`src/rtl/button_conditioner.sv`:
```
// Synchronise, debounce and mutually exclude the increase/decrease buttons.
// Held levels feed the controller; one-cycle pulses mark accepted presses.
module button_debounce #(
   parameter int DEB_CYCLES = 1000000,
   parameter int CNT_W      = 20
) (
   input  logic clk_i,
   input  logic reset,
   input  logic s_i,
   output logic deb_o
);
   typedef enum logic [1:0] {
      IDLE,
      PRESS_WAIT,
      PRESSED,
      RELEASE_WAIT
   } state_t;

   localparam logic [CNT_W-1:0] LAST = CNT_W'(DEB_CYCLES - 1);
   localparam logic [CNT_W-1:0] ONE  = CNT_W'(1);

   state_t           state, state_nx;
   logic [CNT_W-1:0] cnt, cnt_nx;

   always_ff @(posedge clk_i) begin
      if (reset) begin
         state <= IDLE;
         cnt   <= '0;
      end else begin
         state <= state_nx;
         cnt   <= cnt_nx;
      end
   end

   always_comb begin
      state_nx = state;
      cnt_nx   = cnt;
      unique case (state)
         IDLE: begin
            if (s_i) begin
               state_nx = PRESS_WAIT;
               cnt_nx   = ONE;
            end
         end
         PRESS_WAIT: begin
            if (!s_i) begin
               state_nx = IDLE;
               cnt_nx   = '0;
            end else if (cnt == LAST) begin
               state_nx = PRESSED;
               cnt_nx   = '0;
            end else begin
               cnt_nx = cnt + ONE;
            end
         end
         PRESSED: begin
            if (!s_i) begin
               state_nx = RELEASE_WAIT;
               cnt_nx   = ONE;
            end
         end
         RELEASE_WAIT: begin
            if (s_i) begin
               state_nx = PRESSED;
               cnt_nx   = '0;
            end else if (cnt == LAST) begin
               state_nx = IDLE;
               cnt_nx   = '0;
            end else begin
               cnt_nx = cnt + ONE;
            end
         end
         default: begin
            state_nx = IDLE;
            cnt_nx   = '0;
         end
      endcase
   end

   always_comb begin
      deb_o = (state == PRESSED) || (state == RELEASE_WAIT);
   end
endmodule

module button_conditioner #(
   parameter int DEB_CYCLES = 1000000,
   parameter int CNT_W      = 20
) (
   input  logic clk_i,
   input  logic reset,
   input  logic aum_btn_i,
   input  logic baja_btn_i,
   output logic aumC_o,
   output logic bajaC_o,
   output logic aum_press_o,
   output logic baja_press_o
);
   logic aum_s1, aum_s2;
   logic baja_s1, baja_s2;
   logic aum_deb, baja_deb;
   logic aum_nx, baja_nx;

   always_ff @(posedge clk_i) begin
      if (reset) begin
         aum_s1  <= 1'b0;
         aum_s2  <= 1'b0;
         baja_s1 <= 1'b0;
         baja_s2 <= 1'b0;
      end else begin
         aum_s1  <= aum_btn_i;
         aum_s2  <= aum_s1;
         baja_s1 <= baja_btn_i;
         baja_s2 <= baja_s1;
      end
   end

   button_debounce #(
      .DEB_CYCLES(DEB_CYCLES),
      .CNT_W     (CNT_W)
   ) u_aum (
      .clk_i(clk_i),
      .reset(reset),
      .s_i  (aum_s2),
      .deb_o(aum_deb)
   );

   button_debounce #(
      .DEB_CYCLES(DEB_CYCLES),
      .CNT_W     (CNT_W)
   ) u_baja (
      .clk_i(clk_i),
      .reset(reset),
      .s_i  (baja_s2),
      .deb_o(baja_deb)
   );

   // Pulses compare the next exclusive level against the current one, so a
   // simultaneous rise of both buttons (next level 0) never pulses.
   assign aum_nx  = aum_deb & ~baja_deb;
   assign baja_nx = baja_deb & ~aum_deb;

   always_ff @(posedge clk_i) begin
      if (reset) begin
         aumC_o       <= 1'b0;
         bajaC_o      <= 1'b0;
         aum_press_o  <= 1'b0;
         baja_press_o <= 1'b0;
      end else begin
         aumC_o       <= aum_nx;
         bajaC_o      <= baja_nx;
         aum_press_o  <= aum_nx & ~aumC_o;
         baja_press_o <= baja_nx & ~bajaC_o;
      end
   end
endmodule

```
`config.mk`:
```
export PLATFORM = sky130hd
export DESIGN_NAME = button_conditioner
export DESIGN_NICKNAME = d
export VERILOG_FILES = /design/src/rtl/button_conditioner.sv
export SDC_FILE = /design/constraint.sdc
export NUM_CORES = 1
export LEC_CHECK = 0
export ABC_AREA = 1
export CORE_MARGIN = 4
export CORE_UTILIZATION = 56
export CTS_BUF_LIST = sky130_fd_sc_hd__clkbuf_8
export DETAILED_ROUTE_END_ITERATION = 10
export GPL_ROUTABILITY_DRIVEN = 0
export PLACE_DENSITY_LB_ADDON = 0.08
export RECOVER_POWER = 50
export SLEW_MARGIN = 20
export SYNTH_ARGS = -nofsm -noshare
export SYNTH_HDL_FRONTEND = slang
export SYNTH_SLANG_ARGS = --single-unit
```
`constraint.sdc`:
```
create_clock -name clk_i -period 3.7 [get_ports clk_i]
set_input_delay 0.74 -clock clk_i [delete_from_list [all_inputs] [get_ports clk_i]]
set_output_delay 0.74 -clock clk_i [all_outputs]
set_load 0.01 [all_outputs]
```
==> metrics.yaml <==
outcome: "completed"
ys_seq_area_share_pct: 36.0
dieWidth_um: 79.9
synth_area_leaders: "dfxtp_1 (36%), nand2_1 (20%), nor2_1 (7.7%)"
antenna_found_initial: 0
cts_made_buffers: 5
dp_hpwl_mm: 4.51
post-route-period-util_pct: 59.3
syn_nets: 473
peakVddDrop_mv: 0.309
slew_headroom_pct: 54.2
final_hold_viol_count: 0
postCtsSetupBuffers: 0
path_cells: "dlygate4sd3_1 > buf_4 > inv_1 > o21ai_0 > a21oi_1"
first_pass_iters: 4
ant_nets: 0
finalCriticalPeriod_ns: 2.19
cts_tree: "built"
cp.arrival_ns: 2.43
wl_per_cell_um: 11.8
finalNonFillerCells: 540
ys_warn_count: 0
postRouteWirelength_mm: 6.37
p_sw_share_pct: 28.3
rows: 25
critical_path_class: "in2reg"
path_clk_slew_ns: 0.09
gr-total-overflow: 0
antenna_cells: 0
fin_tns_setup_ns: 0
via_per_inst: 5.26
grt_use_total_pct: 22.1
drtIter0Drc: 217
setup_viol: 0
fmax_ghz: 0.456
ctsRootBufferMaster: "clkbuf_8"
cpPeakStageDelay_ns: 0.54
holdBufCountCts: 0
netlist.top_cell.by_area: "dfxtp_1"
worstMarginPinSlew_ns: 0.686
drive_above_1_share_pct: 5.50
grt_pass1_vias: 2578
synthCells: 467
core_mm2: 0.00485
drv_cap: 0
p_seq_share_pct: 56.0
syn_area_mm2: 0.00289
io_buffers: 7
cts.repair.resized: 0
cp.required_ns: 3.94
grt_pass1_wl_mm: 11.5
hp-class: "reg2reg"
area_growth_pct: 5.97
worst_path_max_delay_cell: "dlygate4sd3_1"
end_kind: "register"
cts.htree.levels: 2
combPwrFrac_pct: 12.2
grt_start_max_net_pins: 30
vias: 2838
start_util_pct: 59.7
ios: 8
synth_area_per_cell_um2: 6.19
dieArea_mm2: 0.00638
numClockSinks: 52
p_per_area_mw_per_mm2: 347
nets: 478
die_h_um: 79.9
ys_ff_latch: 52
finalMaxSlewViolations: 0
clkPwrFrac_pct: 31.7
worstSetupStartpointType: "primary input"
place_inst: 532
internal_power_uw: 764
cts_max_path_buffers: 2
clock_latency_ns: 0.31
synth.distinct_cells: 26
worstPathMaxFanout: 29
switchingPower_uw: 301
synth.top_cell.area_share_pct: 36.0
route.detailed.drc: 0
rsz0062_at_grt: "no"
clock_skew_ns: 0.00538
power_leakage_uw: 0.00114
==> cells in the final DEF, fill, tap and decap left out, drive strengths merged <==
cell / netlist / final
a21oi: 36 / 36
buf: 7 / 1
clkbuf: 3 / 6
clkdlybuf4s50: 0 / 6
clkinvlp: 0 / 1
dfxtp: 52 / 52
dlygate4sd3: 0 / 1
ha: 2 / 2
inv: 59 / 60
nand2: 154 / 154
nand3: 34 / 34
nand4: 6 / 6
nor2: 66 / 66
nor3: 9 / 9
nor4: 2 / 2
o21ai: 26 / 26
o21bai: 4 / 4
o22ai: 1 / 1
or2: 3 / 3
xnor2: 3 / 3
==> per-layer routing <==
metal | vias up | global-route usage (%) | wire [um]
met1 | 1280 | 31.3 | 3250
met4 | 0 | 6.93 | 91
met2 | 62 | 34.1 | 2780
li1 | 1484 | - | -
met3 | 12 | 3.84 | 245
met5 | - | 0 | 0
==> cell usage after synthesis (all sizes together) <==
| master | number |
|---|---|
| buf | 7 |
| inv | 59 |
| a21oi | 36 |
| nor2 | 66 |
| nand2 | 154 |
| o21bai | 4 |
| nor4 | 2 |
| clkbuf | 3 |
| or2 | 3 |
| ha | 2 |
| nand3 | 34 |
| o21ai | 26 |
| xnor2 | 3 |
| dfxtp | 52 |
| nand4 | 6 |
| o22ai | 1 |
| nor3 | 9 |
==> worst max-delay path, delay by kind of cell <==
family	cells	cell delay, ns
buffers and inverters	3	1.31
AOI/OAI and AO/OA	2	0.37
==> metrics by stage <==
stage / cell area, um^2 / power, uW / worst slack (ns) / hold slack [ns] / utilization (%)
finish: 3070 / 1070 / 1.51 / 0.407 / 63.2
detailed placement: 2990 / 742 / 1.31 / 0.396 / 61.7
global route: 3070 / 1120 / 1.32 / 0.425 / 63.2
global placement: 2990 / 738 / 1.35 / 0.391 / 61.7
CTS: 3080 / 1080 / 1.63 / 0.410 / 63.6
floorplan: 2890 / 712 / 2.21 / 0.388 / -
==> final cells by class <==
class                      instances  area (um^2)
multi-input combinational        346         1550
timing repair buffer               8         77.6
sequential                        52         1040
tap                               67         83.8
clock inverter                     2         11.3
inverter                          59          221
clock buffer                       6         82.6
fill                             471         1780
==> state kept, by name (all words and copies together) (netlist names), named ones only <==
signal        cells
u_aum.cnt        20
u_baja.cnt       20
aumC_o            1
aum_press_o       1
aum_s1            1
aum_s2            1
bajaC_o           1
baja_press_o      1
baja_s1           1
baja_s2           1
u_aum.state       1
u_baja.state      1
==> worst paths after layout <==
check / startpoint / endpoint / slack (ns) / depth (start not counted)
worst max-delay path: reset / u_aum.cnt[5] / 1.51 / 5
worst min-delay path: aum_s1 / aum_s2 / 0.41 / 2
worst max register to register: u_baja.cnt[0] / u_baja.cnt[11] / 1.68 / 8
worst min register to register: aum_s1 / aum_s2 / 0.41 / 2
==> power groups by stage <==
stage / combinational [uW] / clock (uW) / sequential [uW]
final: 130 / 338 / 597
after global routing: 150 / 369 / 601
after CTS: 133 / 349 / 597
after detailed placement: 132 / 0 / 610
after global placement: 129 / 0 / 609
after floorplan: 104 / 0 / 608
==> cells by family after synthesis <==
kind of cell | after synthesis | synth area share, %
and+or+nand+nor | 274 | 40.1
buffers and inverters | 69 | 9.86
AOI/OAI and AO/OA | 67 | 12.2
DFF | 52 | 36.0
xor gates and xnor gates | 3 | 0.908
adders and majority gates | 2 | 0.865
(Power assumes the default switching activity.)
